<file path="config.mk">
export PLATFORM = sky130hd
export DESIGN_NAME = clb_conf_loader_flat
export DESIGN_NICKNAME = d
export VERILOG_FILES = /design/src/rtl/clb_conf_loader_pkg.sv /design/src/rtl/clb_conf_loader_if.sv /design/src/rtl/clb_conf_shadow.sv /design/src/rtl/clb_conf_loader.sv /design/src/flat_wrapper.sv
export SDC_FILE = /design/constraint.sdc
export NUM_CORES = 1
export LEC_CHECK = 0
export CORE_ASPECT_RATIO = 0.8
export CORE_MARGIN = 2
export CORE_UTILIZATION = 55
export CTS_CLUSTER_DIAMETER = 120
export CTS_CLUSTER_SIZE = 16
export DETAILED_ROUTE_END_ITERATION = 10
export GPL_TIMING_DRIVEN = 0
export PLACE_DENSITY = 0.81
export SYNTH_ARGS = -nofsm -noshare
export SYNTH_HDL_FRONTEND = slang
export SYNTH_SLANG_ARGS = --single-unit
</file>
<file path="constraint.sdc">
create_clock -name clk -period 12.6 [get_ports clk]
set_input_delay 1.89 -clock clk [delete_from_list [all_inputs] [get_ports clk]]
set_output_delay 1.89 -clock clk [all_outputs]
set_load 0.03 [all_outputs]
</file>
<file path="src/rtl/clb_conf_loader_pkg.sv">
// Constants and FSM encoding shared by the CLB configuration loader, the CLB/CHM
// side and the multiport register file.
package clb_conf_loader_pkg;

    localparam int         CONF_BASE       = 32;
    localparam int         CONF_NUM        = 5;
    localparam logic [2:0] ERR_ILLEGAL_CMD = 3'd7;

    typedef enum logic [1:0] {
        IDLE   = 2'd0,
        WRITE  = 2'd1,
        VERIFY = 2'd2,
        FINISH = 2'd3
    } state_t;

    // Register-file address of configuration register idx.
    function automatic logic [5:0] conf_addr(input logic [5:0] base, input logic [2:0] idx);
        return base + {3'b000, idx};
    endfunction

endpackage

</file>
<file path="src/rtl/clb_conf_loader_if.sv">
// Command, data-stream, conf-write and readback signals of the CLB configuration loader.
interface clb_conf_loader_if #(
    parameter int WIDTH = 32
) ();

    logic             cmd_valid;
    logic             cmd_ready;
    logic [2:0]       cmd_first;
    logic [2:0]       cmd_count;
    logic             cmd_verify;
    logic             data_valid;
    logic             data_ready;
    logic [WIDTH-1:0] data_in;
    logic             write_enable_conf;
    logic [5:0]       write_addr_conf;
    logic [WIDTH-1:0] write_data_conf;
    logic [5:0]       read_addr;
    logic [WIDTH-1:0] read_data;
    logic             busy;
    logic             done;
    logic             clb_go;
    logic             error;
    logic [2:0]       err_index;

    // Host / register-file side.
    modport master (
        output cmd_valid, cmd_first, cmd_count, cmd_verify,
        output data_valid, data_in, read_data,
        input  cmd_ready, data_ready,
        input  write_enable_conf, write_addr_conf, write_data_conf, read_addr,
        input  busy, done, clb_go, error, err_index
    );

    // Loader side.
    modport slave (
        input  cmd_valid, cmd_first, cmd_count, cmd_verify,
        input  data_valid, data_in, read_data,
        output cmd_ready, data_ready,
        output write_enable_conf, write_addr_conf, write_data_conf, read_addr,
        output busy, done, clb_go, error, err_index
    );

endinterface

</file>
<file path="src/rtl/clb_conf_shadow.sv">
// Copy of the words written by the current load, read back combinationally while
// the loader verifies the register file contents.
module clb_conf_shadow
    import clb_conf_loader_pkg::*;
#(
    parameter int WIDTH    = 32,
    parameter int CONF_NUM = clb_conf_loader_pkg::CONF_NUM
) (
    input  logic             clk,
    input  logic             reset,
    input  logic             we,
    input  logic [2:0]       widx,
    input  logic [WIDTH-1:0] wdata,
    input  logic [2:0]       ridx,
    output logic [WIDTH-1:0] rdata
);

    logic [WIDTH-1:0] mem [CONF_NUM];

    always_ff @(posedge clk or posedge reset) begin
        if (reset) begin
            for (int i = 0; i < CONF_NUM; i++) begin
                mem[i] <= '0;
            end
        end else if (we && (int'(widx) < CONF_NUM)) begin
            mem[widx] <= wdata;
        end
    end

    assign rdata = (int'(ridx) < CONF_NUM) ? mem[ridx] : '0;

endmodule

</file>
<file path="src/rtl/clb_conf_loader.sv">
// Loads a burst of words into the CLB configuration registers of the register file,
// optionally reads them back for comparison, then starts the CLB with clb_go.
module clb_conf_loader
    import clb_conf_loader_pkg::*;
#(
    parameter int WIDTH     = 32,
    parameter int CONF_BASE = clb_conf_loader_pkg::CONF_BASE,
    parameter int CONF_NUM  = clb_conf_loader_pkg::CONF_NUM
) (
    input  logic             clk,
    input  logic             reset,
    clb_conf_loader_if.slave bus
);

    localparam logic [5:0] BASE_ADDR = 6'(CONF_BASE);

    state_t           state;
    logic [2:0]       first;
    logic [2:0]       count;
    logic             verify;
    logic [2:0]       wr_idx;
    logic [2:0]       vr_idx;
    logic [WIDTH-1:0] shadow_rd;
    logic             cmd_xfer;
    logic             data_xfer;
    logic             cmd_illegal;
    logic [3:0]       cmd_end;

    assign cmd_xfer    = (state == IDLE) && bus.cmd_valid && bus.cmd_ready;
    assign data_xfer   = (state == WRITE) && bus.data_valid && bus.data_ready;
    assign cmd_end     = {1'b0, bus.cmd_first} + {1'b0, bus.cmd_count};
    assign cmd_illegal = (bus.cmd_count == 3'd0)
                      || (bus.cmd_first > 3'(CONF_NUM - 1))
                      || (cmd_end > 4'(CONF_NUM));

    clb_conf_shadow #(
        .WIDTH    (WIDTH),
        .CONF_NUM (CONF_NUM)
    ) u_shadow (
        .clk   (clk),
        .reset (reset),
        .we    (data_xfer),
        .widx  (wr_idx),
        .wdata (bus.data_in),
        .ridx  (vr_idx),
        .rdata (shadow_rd)
    );

    always_ff @(posedge clk or posedge reset) begin
        if (reset) begin
            state                 <= IDLE;
            first                 <= '0;
            count                 <= '0;
            verify                <= 1'b0;
            wr_idx                <= '0;
            vr_idx                <= '0;
            bus.cmd_ready         <= 1'b1;
            bus.data_ready        <= 1'b0;
            bus.write_enable_conf <= 1'b0;
            bus.write_addr_conf   <= '0;
            bus.write_data_conf   <= '0;
            bus.read_addr         <= '0;
            bus.busy              <= 1'b0;
            bus.done              <= 1'b0;
            bus.clb_go            <= 1'b0;
            bus.error             <= 1'b0;
            bus.err_index         <= '0;
        end else begin
            bus.done              <= 1'b0;
            bus.clb_go            <= 1'b0;
            bus.write_enable_conf <= 1'b0;

            unique case (state)
                IDLE: begin
                    if (cmd_xfer) begin
                        first         <= bus.cmd_first;
                        count         <= bus.cmd_count;
                        verify        <= bus.cmd_verify;
                        wr_idx        <= '0;
                        vr_idx        <= '0;
                        bus.busy      <= 1'b1;
                        bus.cmd_ready <= 1'b0;
                        if (cmd_illegal) begin
                            bus.error     <= 1'b1;
                            bus.err_index <= ERR_ILLEGAL_CMD;
                            bus.done      <= 1'b1;
                            state         <= FINISH;
                        end else begin
                            bus.error      <= 1'b0;
                            bus.err_index  <= '0;
                            bus.data_ready <= 1'b1;
                            state          <= WRITE;
                        end
                    end
                end

                WRITE: begin
                    if (data_xfer) begin
                        bus.write_enable_conf <= 1'b1;
                        bus.write_addr_conf   <= conf_addr(BASE_ADDR, first) + {3'b000, wr_idx};
                        bus.write_data_conf   <= bus.data_in;
                        wr_idx                <= wr_idx + 3'd1;
                        if ((wr_idx + 3'd1) == count) begin
                            bus.data_ready <= 1'b0;
                        end
                    end
                    // data_ready already dropped, so this strobe carries the last word.
                    if (bus.write_enable_conf && !bus.data_ready) begin
                        bus.read_addr <= conf_addr(BASE_ADDR, first);
                        if (verify) begin
                            state <= VERIFY;
                        end else begin
                            bus.done   <= 1'b1;
                            bus.clb_go <= 1'b1;
                            state      <= FINISH;
                        end
                    end
                end

                VERIFY: begin
                    if (bus.read_data != shadow_rd) begin
                        bus.error     <= 1'b1;
                        bus.err_index <= first + vr_idx;
                        bus.done      <= 1'b1;
                        state         <= FINISH;
                    end else if ((vr_idx + 3'd1) == count) begin
                        bus.done   <= 1'b1;
                        bus.clb_go <= 1'b1;
                        state      <= FINISH;
                    end else begin
                        vr_idx        <= vr_idx + 3'd1;
                        bus.read_addr <= bus.read_addr + 6'd1;
                    end
                end

                FINISH: begin
                    bus.busy      <= 1'b0;
                    bus.cmd_ready <= 1'b1;
                    state         <= IDLE;
                end

                default: state <= IDLE;
            endcase
        end
    end

endmodule

</file>
<file path="src/flat_wrapper.sv">
// flat-port wrapper written by rule: the top's interface ports become plain ports
module clb_conf_loader_flat import clb_conf_loader_pkg::*;
#(
    parameter int WIDTH     = 32,
    parameter int CONF_BASE = clb_conf_loader_pkg::CONF_BASE,
    parameter int CONF_NUM  = clb_conf_loader_pkg::CONF_NUM
)
  (clk, reset, bus_cmd_valid, bus_cmd_first, bus_cmd_count, bus_cmd_verify, bus_data_valid, bus_data_in, bus_read_data, bus_cmd_ready, bus_data_ready, bus_write_enable_conf, bus_write_addr_conf, bus_write_data_conf, bus_read_addr, bus_busy, bus_done, bus_clb_go, bus_error, bus_err_index);
  clb_conf_loader_if #(.WIDTH(WIDTH)) bus_i ();
  input  logic clk;
  input  logic reset;
  input wire logic [$bits(bus_i.cmd_valid)-1:0] bus_cmd_valid;
  input wire logic [$bits(bus_i.cmd_first)-1:0] bus_cmd_first;
  input wire logic [$bits(bus_i.cmd_count)-1:0] bus_cmd_count;
  input wire logic [$bits(bus_i.cmd_verify)-1:0] bus_cmd_verify;
  input wire logic [$bits(bus_i.data_valid)-1:0] bus_data_valid;
  input wire logic [$bits(bus_i.data_in)-1:0] bus_data_in;
  input wire logic [$bits(bus_i.read_data)-1:0] bus_read_data;
  output wire logic [$bits(bus_i.cmd_ready)-1:0] bus_cmd_ready;
  output wire logic [$bits(bus_i.data_ready)-1:0] bus_data_ready;
  output wire logic [$bits(bus_i.write_enable_conf)-1:0] bus_write_enable_conf;
  output wire logic [$bits(bus_i.write_addr_conf)-1:0] bus_write_addr_conf;
  output wire logic [$bits(bus_i.write_data_conf)-1:0] bus_write_data_conf;
  output wire logic [$bits(bus_i.read_addr)-1:0] bus_read_addr;
  output wire logic [$bits(bus_i.busy)-1:0] bus_busy;
  output wire logic [$bits(bus_i.done)-1:0] bus_done;
  output wire logic [$bits(bus_i.clb_go)-1:0] bus_clb_go;
  output wire logic [$bits(bus_i.error)-1:0] bus_error;
  output wire logic [$bits(bus_i.err_index)-1:0] bus_err_index;
  assign bus_i.cmd_valid = bus_cmd_valid;
  assign bus_i.cmd_first = bus_cmd_first;
  assign bus_i.cmd_count = bus_cmd_count;
  assign bus_i.cmd_verify = bus_cmd_verify;
  assign bus_i.data_valid = bus_data_valid;
  assign bus_i.data_in = bus_data_in;
  assign bus_i.read_data = bus_read_data;
  assign bus_cmd_ready = bus_i.cmd_ready;
  assign bus_data_ready = bus_i.data_ready;
  assign bus_write_enable_conf = bus_i.write_enable_conf;
  assign bus_write_addr_conf = bus_i.write_addr_conf;
  assign bus_write_data_conf = bus_i.write_data_conf;
  assign bus_read_addr = bus_i.read_addr;
  assign bus_busy = bus_i.busy;
  assign bus_done = bus_i.done;
  assign bus_clb_go = bus_i.clb_go;
  assign bus_error = bus_i.error;
  assign bus_err_index = bus_i.err_index;
  clb_conf_loader #(.WIDTH(WIDTH), .CONF_BASE(CONF_BASE), .CONF_NUM(CONF_NUM)) u_core (.clk(clk), .reset(reset), .bus(bus_i));
endmodule
</file>
==> report_table.html, run 1 <==
<table>
<tr><th>Metric</th><th>Value</th></tr>
<tr><th colspan="2">Clocking</th></tr>
<tr><td>Post-CTS setup repair buffer count</td><td>0</td></tr>
<tr><td>Num CTS Buffers</td><td>18</td></tr>
<tr><td>Number of levels in the clock H-tree</td><td>1</td></tr>
<tr><td>Clock root buffer master</td><td>sky130_fd_sc_hd__clkbuf_16</td></tr>
<tr><td>Clock tree from TritonCTS</td><td>built</td></tr>
<tr><td>Clk sink count</td><td>228</td></tr>
<tr><td>Number of buffers between clock root and the deepest sink</td><td>3</td></tr>
<tr><td>Clock-pin slew on the worst setup and hold paths</td><td>0.07 ns</td></tr>
<tr><td>Count of hold-fix buffers inserted at cts</td><td>0</td></tr>
<tr><td>Cells resized by post-CTS repair</td><td>0</td></tr>
<tr><td>Source-to-sink clock delay at the later pin of the worst-skew pair</td><td>0.49 ns</td></tr>
<tr><th colspan="2">Outcome</th></tr>
<tr><td>Outcome</td><td>finished, final reports clean</td></tr>
<tr><th colspan="2">Yosys</th></tr>
<tr><td>Avg Cell Area, Syn</td><td>11.1 um^2</td></tr>
<tr><td>Part of the Yosys area used for sequential elements</td><td>0.480</td></tr>
<tr><td>Gate count after technology mapping</td><td>1071</td></tr>
<tr><td>Post-synth EDFFs</td><td>0</td></tr>
<tr><td>Synthesis-stage register bit count</td><td>228</td></tr>
<tr><td>Synthesis warning total</td><td>0</td></tr>
<tr><td>Async set-or-reset flop fraction in the synthesized netlist</td><td>1.00</td></tr>
<tr><td>Most frequently used flop master after synthesis</td><td>sky130_fd_sc_hd__dfrtp_1</td></tr>
<tr><td>Synth Cell Area</td><td>11900 um^2</td></tr>
<tr><td>Distinct cell type count after synthesis</td><td>71</td></tr>
<tr><td>Net count after synthesis</td><td>1164</td></tr>
<tr><th colspan="2">Global routing</th></tr>
<tr><td>Total track usage</td><td>0.293</td></tr>
<tr><td>Number of antenna violations at the first check in global routing</td><td>0</td></tr>
<tr><td>Overall overflow remaining after global route</td><td>0</td></tr>
<tr><td>Vias in the first global route</td><td>8950</td></tr>
<tr><td>Largest net degree at the start of global routing</td><td>123</td></tr>
<tr><td>Global-route wire length before repair</td><td>51.2 mm</td></tr>
<tr><th colspan="2">Drt</th></tr>
<tr><td>Count of unresolved DRC violations after routing</td><td>0</td></tr>
<tr><td>Overall routed net length</td><td>33.2 mm</td></tr>
<tr><td>Average vias per placed instance</td><td>6.13</td></tr>
<tr><td>Detailed-route wire length per cell</td><td>22.1 um</td></tr>
<tr><td>Initial DRC Count</td><td>914</td></tr>
<tr><td>Antenna violation net count after detailed routing</td><td>0</td></tr>
<tr><td>Drt first pass iters</td><td>6</td></tr>
<tr><td>Via Count</td><td>9199</td></tr>
<tr><th colspan="2">Placed design</th></tr>
<tr><td>GPL Wtd Cong</td><td>0.971</td></tr>
<tr><td>Post-DP HPWL</td><td>23.6 mm</td></tr>
<tr><td>Post-place setup slack</td><td>7.24 ns</td></tr>
<tr><td>IO buf count</td><td>126</td></tr>
<tr><th colspan="2">Timing</th></tr>
<tr><td>Max frequency</td><td>0.206 GHz</td></tr>
<tr><td>Slew Limit Headroom</td><td>0.392</td></tr>
<tr><td>Min setup slack post-route</td><td>7.74 ns</td></tr>
<tr><td>Count of final setup violators</td><td>0</td></tr>
<tr><td>Unrepaired setup endpoints after global routing</td><td>false</td></tr>
<tr><td>Final max-slew violation count</td><td>0</td></tr>
<tr><td>Final critical-path required period</td><td>4.86 ns</td></tr>
<tr><td>Period utilization</td><td>0.386</td></tr>
<tr><td>Least-Margin Pin Slew</td><td>0.898 ns</td></tr>
<tr><td>Worst Clk Skew</td><td>0.0140 ns</td></tr>
<tr><td>Post-Route Setup TNS</td><td>0 ns</td></tr>
<tr><td>Fin. Hold Viols</td><td>0</td></tr>
<tr><th colspan="2">Die</th></tr>
<tr><td>Starting Density</td><td>0.556</td></tr>
<tr><td>Die Width</td><td>168 um</td></tr>
<tr><td>Core outline area</td><td>21400 um^2</td></tr>
<tr><td>Die H</td><td>135 um</td></tr>
<tr><td>Die Outline Area</td><td>22800 um^2</td></tr>
<tr><td>Row count</td><td>48</td></tr>
<tr><td>Top Ports</td><td>129</td></tr>
<tr><th colspan="2">Power</th></tr>
<tr><td>Combinational power share</td><td>0.407</td></tr>
<tr><td>Leakage Power</td><td>6.28 nW</td></tr>
<tr><td>Sw Ratio</td><td>0.370</td></tr>
<tr><td>Reg power frac</td><td>0.403</td></tr>
<tr><td>Internal power consumption</td><td>1.79 mW</td></tr>
<tr><td>Sw power</td><td>1.05 mW</td></tr>
<tr><td>Proportion of power drawn by the clock network</td><td>0.190</td></tr>
<tr><td>Worst-case vdd ir drop</td><td>0.152 mV</td></tr>
<tr><td>Total power divided by cell area</td><td>202 nW/um^2</td></tr>
<tr><th colspan="2">Finish</th></tr>
<tr><td>Commonest non-fill, non-tap cells in the layout</td><td>sky130_fd_sc_hd__dfrtp_1, sky130_fd_sc_hd__mux2_2, sky130_fd_sc_hd__nand2_1</td></tr>
<tr><td>Diodes inserted</td><td>0</td></tr>
<tr><td>Syn-to-layout area delta</td><td>18.3%</td></tr>
<tr><td>Number of nets in the layout</td><td>1312</td></tr>
<tr><td>Fraction of layout cells with a size suffix above 1</td><td>0.189</td></tr>
<tr><td>Fill cells</td><td>1726</td></tr>
<tr><td>Util after Layout</td><td>0.657</td></tr>
<tr><td>Leading cell type in the layout, fill and taps excluded</td><td>sky130_fd_sc_hd__dfrtp_1</td></tr>
<tr><th colspan="2">Worst setup path</th></tr>
<tr><td>Reg-to-reg critical path startpoint</td><td>u_core.vr_idx[2]$_DFFE_PP0P_</td></tr>
<tr><td>Crit. Startpoint</td><td>bus_read_data[30]</td></tr>
<tr><td>Worst Path Required</td><td>12.98 ns</td></tr>
<tr><td>Worst R2R Setup Slack</td><td>8.36 ns</td></tr>
<tr><td>Path depth of the worst reg2reg path</td><td>11</td></tr>
<tr><td>Largest driver fanout on the critical path</td><td>10</td></tr>
<tr><td>Startpoint-to-endpoint class of the critical path</td><td>input pin to flop</td></tr>
<tr><td>Setup crit end kind</td><td>flop</td></tr>
<tr><td>Critical path destination</td><td>u_core.bus.done$_DFF_PP0_</td></tr>
<tr><td>Critical register-to-register path endpoint</td><td>u_core.bus.done$_DFF_PP0_</td></tr>
<tr><td>Critical Path Source Type</td><td>input pin</td></tr>
<tr><td>Arrival time of the worst setup path</td><td>5.24 ns</td></tr>
<tr><th colspan="2">Min path</th></tr>
<tr><td>Launch instance of the worst min-delay path</td><td>u_core.bus.write_addr_conf[5]$_DFFE_PP0P_</td></tr>
<tr><td>Path category of the worst min-delay check</td><td>flop to flop</td></tr>
<tr><th colspan="2">Job</th></tr>
<tr><td>Number of violations of the max-capacitance limit</td><td>0</td></tr>
</table>
-- synthesized netlist by cell type, types with 5 or more instances --
| master | count | share of area |
|---|---|---|
| sky130_fd_sc_hd__dfrtp_1 | 227 | 0.48 |
| sky130_fd_sc_hd__mux2_2 | 172 | 0.16 |
| sky130_fd_sc_hd__nand2_1 | 164 | 0.052 |
| sky130_fd_sc_hd__mux2i_1 | 63 | 0.053 |
| sky130_fd_sc_hd__o21ai_0 | 34 | 0.014 |
| sky130_fd_sc_hd__a21oi_1 | 33 | 0.014 |
| sky130_fd_sc_hd__xor2_1 | 30 | 0.022 |
| sky130_fd_sc_hd__clkbuf_1 | 29 | 0.0092 |
| sky130_fd_sc_hd__nor2_1 | 27 | 0.0085 |
| sky130_fd_sc_hd__xnor2_1 | 26 | 0.019 |
| sky130_fd_sc_hd__nand3_1 | 22 | 0.0093 |
| sky130_fd_sc_hd__inv_1 | 21 | 0.0066 |
| sky130_fd_sc_hd__ha_1 | 15 | 0.016 |
| sky130_fd_sc_hd__nor3_1 | 14 | 0.0059 |
| sky130_fd_sc_hd__nor3b_1 | 13 | 0.0082 |
| sky130_fd_sc_hd__nand2b_1 | 12 | 0.0063 |
| sky130_fd_sc_hd__buf_2 | 11 | 0.0046 |
| sky130_fd_sc_hd__a31oi_1 | 10 | 0.0053 |
| sky130_fd_sc_hd__a211oi_1 | 7 | 0.0044 |
| sky130_fd_sc_hd__a22oi_1 | 7 | 0.0044 |
| sky130_fd_sc_hd__buf_1 | 7 | 0.0022 |
| sky130_fd_sc_hd__buf_4 | 7 | 0.0044 |
| sky130_fd_sc_hd__buf_6 | 7 | 0.0066 |
| sky130_fd_sc_hd__a211o_1 | 6 | 0.0044 |
| sky130_fd_sc_hd__a221oi_1 | 6 | 0.0044 |
| sky130_fd_sc_hd__a222oi_1 | 6 | 0.0051 |
| sky130_fd_sc_hd__o211ai_1 | 6 | 0.0038 |
| sky130_fd_sc_hd__or3_1 | 6 | 0.0032 |
| sky130_fd_sc_hd__nand4_1 | 5 | 0.0026 |
| sky130_fd_sc_hd__o22ai_1 | 5 | 0.0026 |
-- worst min-delay path by stage --
stage	end	cells past startpoint	slack (ns)
2_1_floorplan	u_core.verify$_DFFE_PP0P_	2	0.44
3_3_place_gp	u_core.bus.write_addr_conf[5]$_DFFE_PP0P_	1	0.45
3_5_place_dp	u_core.verify$_DFFE_PP0P_	2	0.46
4_1_cts	u_core.verify$_DFFE_PP0P_	2	0.48
5_1_grt	u_core.bus.write_data_conf[26]$_DFFE_PP0P_	2	0.50
6_report	u_core.bus.write_addr_conf[5]$_DFFE_PP0P_	1	0.47
-- state kept, by name, summed over array words and instances, names as in the netlist --
register and count:
u_core.bus.busy 1, u_core.bus.clb_go 1, u_core.bus.cmd_ready 1, u_core.bus.data_ready 1
u_core.bus.done 1, u_core.bus.err_index 3, u_core.bus.error 1, u_core.bus.read_addr 6
u_core.bus.write_addr_conf 5, u_core.bus.write_data_conf 32, u_core.bus.write_enable_conf 1, u_core.count 3
u_core.first 3, u_core.state 2, u_core.u_shadow.mem 160, u_core.verify 1
u_core.vr_idx 3, u_core.wr_idx 3
-- routing by layer --
layer	vias to the layer above	share of wire	GRT usage
li1	4110	-	-
met1	4607	0.44	0.424
met2	406	0.44	0.448
met3	76	0.082	0.0500
met4	0	0.037	0.106
met5	-	0	0
-- logic make-up (layout without fill, tap and decap cells) --
kind of cell               Yosys count  in the layout  synth area share
and+or+nand+nor                    290            290             0.115
AOI/OAI and AO/OA                  157            157            0.0894
DFF                                228            228             0.480
other                                1              1          0.000316
muxes                              236            236             0.218
xor gates and xnor gates            56             56            0.0413
adders and majority gates           18             18            0.0209
buffers and inverters               85            239            0.0347
-- worst max-delay path, stage by stage --
cell and delay (ns):
sky130_fd_sc_hd__clkdlybuf4s50_1 0.61, sky130_fd_sc_hd__nor3b_1 0.22, sky130_fd_sc_hd__mux2_2 0.20, sky130_fd_sc_hd__nor3_1 0.06
sky130_fd_sc_hd__a2111oi_0 0.71, sky130_fd_sc_hd__and4_1 0.44, sky130_fd_sc_hd__nor4b_4 0.28, sky130_fd_sc_hd__nand3_2 0.17
sky130_fd_sc_hd__buf_2 0.26, sky130_fd_sc_hd__a221oi_1 0.32, sky130_fd_sc_hd__nor2_1 0.07
-- cell type report --
class,instances,area (um^2),area share
buffer,61,322,0.0229
clock buffer,25,498,0.0355
clock inverter,1,16.3,0.00116
inverter,24,97.6,0.00695
multi-input combinational,758,5770,0.410
sequential,228,5710,0.406
tap,275,344,0.0245
timing repair buffer,128,1300,0.0923
-- power by group through the flow --
stage          Clock, mW  Combinational (mW)  Sequential (mW)
5_1_grt            0.571                1.25             1.17
2_1_floorplan          0               0.643             1.25
3_3_place_gp           0                1.11             1.14
3_5_place_dp           0                1.14             1.15
6_report           0.538                1.16             1.14
4_1_cts            0.545                1.15             1.14
-- per-stage QoR --
step	power (mW)	std cells	cell area (um^2)	hold WS [ns]
5_1_grt	2.99	1500	14000	0.495
6_report	2.84	1500	14000	0.473
3_3_place_gp	2.25	1472	13500	0.449
3_5_place_dp	2.30	1474	13500	0.458
4_1_cts	2.84	1500	14000	0.479
2_1_floorplan	1.90	1071	11900	0.437
Power figures use the tool's default switching activity.
==> run 2, diff against run 1 <==
==> constraint.sdc (replaced) <==
create_clock -name clk -period 4.7 [get_ports clk]
set_input_delay 0.705 -clock clk [delete_from_list [all_inputs] [get_ports clk]]
set_output_delay 0.705 -clock clk [all_outputs]
set_load 0.03 [all_outputs]
==> report_table.html, run 2 (synthesized netlist as in run 1, its figures left out) <==
<table>
<tr><th>Metric</th><th>Value</th></tr>
<tr><th colspan="2">Clocking</th></tr>
<tr><td>Cells resized by post-CTS repair</td><td>0</td></tr>
<tr><td>Clock root buffer master</td><td>sky130_fd_sc_hd__clkbuf_16</td></tr>
<tr><td>Number of buffers between clock root and the deepest sink</td><td>3</td></tr>
<tr><td>Clk sink count</td><td>228</td></tr>
<tr><td>Num CTS Buffers</td><td>18</td></tr>
<tr><td>Source-to-sink clock delay at the later pin of the worst-skew pair</td><td>0.51 ns</td></tr>
<tr><td>Number of levels in the clock H-tree</td><td>1</td></tr>
<tr><td>Count of hold-fix buffers inserted at cts</td><td>0</td></tr>
<tr><td>Clock-pin slew on the worst setup and hold paths</td><td>0.07 ns</td></tr>
<tr><td>Post-CTS setup repair buffer count</td><td>0</td></tr>
<tr><td>Clock tree from TritonCTS</td><td>built</td></tr>
<tr><th colspan="2">Finish</th></tr>
<tr><td>Commonest non-fill, non-tap cells in the layout</td><td>sky130_fd_sc_hd__dfrtp_1, sky130_fd_sc_hd__mux2_2, sky130_fd_sc_hd__nand2_1</td></tr>
<tr><td>Fraction of layout cells with a size suffix above 1</td><td>0.193</td></tr>
<tr><td>Register with the highest flop count</td><td>u_core.u_shadow.mem</td></tr>
<tr><td>Final std cell area, no fill</td><td>14100 um^2</td></tr>
<tr><td>Fill cells</td><td>1661</td></tr>
<tr><td>Max reg flops</td><td>160</td></tr>
<tr><td>Largest registers</td><td>u_core.u_shadow.mem x160, u_core.bus.write_data_conf x32, u_core.bus.read_addr x6</td></tr>
<tr><td>Leading cell type in the layout, fill and taps excluded</td><td>sky130_fd_sc_hd__dfrtp_1</td></tr>
<tr><td>Sequential cell area in the final layout</td><td>5710 um^2</td></tr>
<tr><td>Syn-to-layout area delta</td><td>19.1%</td></tr>
<tr><td>Number of nets in the layout</td><td>1317</td></tr>
<tr><td>Area used by multi-input combinational logic</td><td>5770 um^2</td></tr>
<tr><th colspan="2">Worst setup path</th></tr>
<tr><td>Worst Path Required</td><td>5.08 ns</td></tr>
<tr><td>Setup crit end kind</td><td>flop</td></tr>
<tr><td>Worst R2R Setup Slack</td><td>0.03 ns</td></tr>
<tr><td>Dominant cell type by count on the critical path</td><td>sky130_fd_sc_hd__buf_2</td></tr>
<tr><td>Critical Path Max Stage Delay</td><td>1.09 ns</td></tr>
<tr><td>Critical Path Source Type</td><td>flop</td></tr>
<tr><td>Critical register-to-register path endpoint</td><td>u_core.bus.read_addr[5]$_DFFE_PP0P_</td></tr>
<tr><td>Largest driver fanout on the critical path</td><td>10</td></tr>
<tr><td>Crit. Startpoint</td><td>u_core.vr_idx[2]$_DFFE_PP0P_</td></tr>
<tr><td>Series of cell instances along the critical path</td><td>buf_2, buf_4, clkbuf_1, a22oi_1, a2111oi_0, and4_1, nor4b_4, nand3_2, buf_2, nor4_1, a211oi_1</td></tr>
<tr><td>Reg-to-reg critical path startpoint</td><td>u_core.vr_idx[2]$_DFFE_PP0P_</td></tr>
<tr><td>Path depth of the worst reg2reg path</td><td>11</td></tr>
<tr><td>Arrival time of the worst setup path</td><td>5.05 ns</td></tr>
<tr><td>Startpoint-to-endpoint class of the critical path</td><td>flop to flop</td></tr>
<tr><td>Slowest-stage cell, CP</td><td>sky130_fd_sc_hd__a2111oi_0</td></tr>
<tr><th colspan="2">Timing</th></tr>
<tr><td>Worst Clk Skew</td><td>0.0179 ns</td></tr>
<tr><td>Period utilization</td><td>0.994</td></tr>
<tr><td>Final critical-path required period</td><td>4.67 ns</td></tr>
<tr><td>Post-Route Setup TNS</td><td>0 ns</td></tr>
<tr><td>Max frequency</td><td>0.214 GHz</td></tr>
<tr><td>Final max-slew violation count</td><td>0</td></tr>
<tr><td>Fin. Hold Viols</td><td>0</td></tr>
<tr><td>Count of final setup violators</td><td>0</td></tr>
<tr><td>Unrepaired setup endpoints after global routing</td><td>false</td></tr>
<tr><td>Least-Margin Pin Slew</td><td>1.21 ns</td></tr>
<tr><td>Slew Limit Headroom</td><td>0.172</td></tr>
<tr><td>Hold Worst Slack</td><td>0.472 ns</td></tr>
<tr><th colspan="2">Placed design</th></tr>
<tr><td>IO buf count</td><td>126</td></tr>
<tr><td>Cell area after placement</td><td>13600 um^2</td></tr>
<tr><td>Post-DP HPWL</td><td>24.0 mm</td></tr>
<tr><td>GPL Wtd Cong</td><td>0.962</td></tr>
<tr><th colspan="2">Min path</th></tr>
<tr><td>Path category of the worst min-delay check</td><td>flop to flop</td></tr>
<tr><td>Worst hold path stage count</td><td>2</td></tr>
<tr><td>Hold endpoint</td><td>u_core.bus.write_data_conf[26]$_DFFE_PP0P_</td></tr>
<tr><td>Launch instance of the worst min-delay path</td><td>u_core.bus.write_data_conf[26]$_DFFE_PP0P_</td></tr>
<tr><th colspan="2">Power</th></tr>
<tr><td>Worst-case vdd ir drop</td><td>0.323 mV</td></tr>
<tr><td>Reg power frac</td><td>0.402</td></tr>
<tr><td>Internal power consumption</td><td>4.80 mW</td></tr>
<tr><td>Leakage Power</td><td>6.32 nW</td></tr>
<tr><td>Total power divided by cell area</td><td>538 nW/um^2</td></tr>
<tr><td>Sw power</td><td>2.82 mW</td></tr>
<tr><td>Proportion of power drawn by the clock network</td><td>0.189</td></tr>
<tr><td>Sw Ratio</td><td>0.370</td></tr>
<tr><td>Combinational power share</td><td>0.409</td></tr>
<tr><th colspan="2">Drt</th></tr>
<tr><td>Drt first pass iters</td><td>6</td></tr>
<tr><td>Via Count</td><td>9334</td></tr>
<tr><td>Initial DRC Count</td><td>958</td></tr>
<tr><td>Antenna violation net count after detailed routing</td><td>0</td></tr>
<tr><td>Count of unresolved DRC violations after routing</td><td>0</td></tr>
<tr><td>Overall routed net length</td><td>33.5 mm</td></tr>
<tr><td>Detailed-route wire length per cell</td><td>22.2 um</td></tr>
<tr><td>Average vias per placed instance</td><td>6.20</td></tr>
<tr><th colspan="2">Die</th></tr>
<tr><td>Die Outline Area</td><td>22800 um^2</td></tr>
<tr><td>Starting Density</td><td>0.556</td></tr>
<tr><td>Die H</td><td>135 um</td></tr>
<tr><td>Core outline area</td><td>21400 um^2</td></tr>
<tr><td>Die Width</td><td>168 um</td></tr>
<tr><td>Top Ports</td><td>129</td></tr>
<tr><td>Row count</td><td>48</td></tr>
<tr><th colspan="2">Global routing</th></tr>
<tr><td>Global-route wire length before repair</td><td>51.9 mm</td></tr>
<tr><td>Total track usage</td><td>0.298</td></tr>
<tr><td>Overall overflow remaining after global route</td><td>0</td></tr>
<tr><td>Vias in the first global route</td><td>9035</td></tr>
<tr><td>Number of antenna violations at the first check in global routing</td><td>1</td></tr>
<tr><td>Largest net degree at the start of global routing</td><td>43</td></tr>
<tr><th colspan="2">Job</th></tr>
<tr><td>Number of violations of the max-capacitance limit</td><td>0</td></tr>
<tr><th colspan="2">Outcome</th></tr>
<tr><td>Outcome</td><td>finished, final reports clean</td></tr>
</table>
run 2: stage by stage:
step | cells | utilization | total power [mW] | setup WS (ns)
floorplan | 1071 | - | 5.09 | 1.02
global placement | 1472 | 0.631 | 6.03 | -0.711
detailed placement | 1479 | 0.637 | 6.16 | 0.454
CTS | 1505 | 0.661 | 7.61 | 0.368
global route | 1505 | 0.661 | 8.05 | 0.0927
finish | 1506 | 0.662 | 7.61 | 0.0279
run 2: power by group through the flow:
stage	Clock, mW	Combinational (mW)	Sequential, mW
global route	1.54	3.37	3.14
CTS	1.46	3.09	3.05
finish	1.43	3.11	3.06
global placement	0	2.97	3.06
detailed placement	0	3.07	3.09
floorplan	0	1.72	3.36
run 2: worst max-delay path by stage:
stage                                                     end  slack (ns)  cells past startpoint
after floorplan                   u_core.bus.busy$_DFFE_PP0P_        1.02                      1
after global placement    u_core.bus.read_addr[5]$_DFFE_PP0P_       -0.71                      2
after detailed placement            u_core.bus.done$_DFF_PP0_        0.45                     11
after CTS                 u_core.bus.read_addr[5]$_DFFE_PP0P_        0.37                     11
after global routing      u_core.bus.read_addr[5]$_DFFE_PP0P_        0.09                     11
final                     u_core.bus.read_addr[5]$_DFFE_PP0P_        0.03                     11
run 2: worst max-delay path: cells and delay by family, from the launching register on:
kind	cells	cell delay [ns]
compound gates	3	1.51
buf+inv	4	1.42
simple gates	4	1.26
flops	1	0.36
run 2: layout make-up:
cell class	instances	share of cell area
Sequential cell	228	0.403
Buffer	61	0.0227
Tap cell	275	0.0243
Timing Repair Buffer	133	0.0987
Clock inverter	1	0.00115
Multi-Input combinational cell	758	0.408
Antenna cell	1	0.000177
Clock buffer	25	0.0352
Inverter	24	0.00663
run 2: routing by layer:
layer | wire [um] | GRT usage | up-vias
met5 | 79 | 0.0261 | -
li1 | - | - | 4124
met1 | 14400 | 0.432 | 4640
met4 | 1310 | 0.110 | 2
met2 | 14500 | 0.441 | 462
met3 | 3170 | 0.0646 | 106
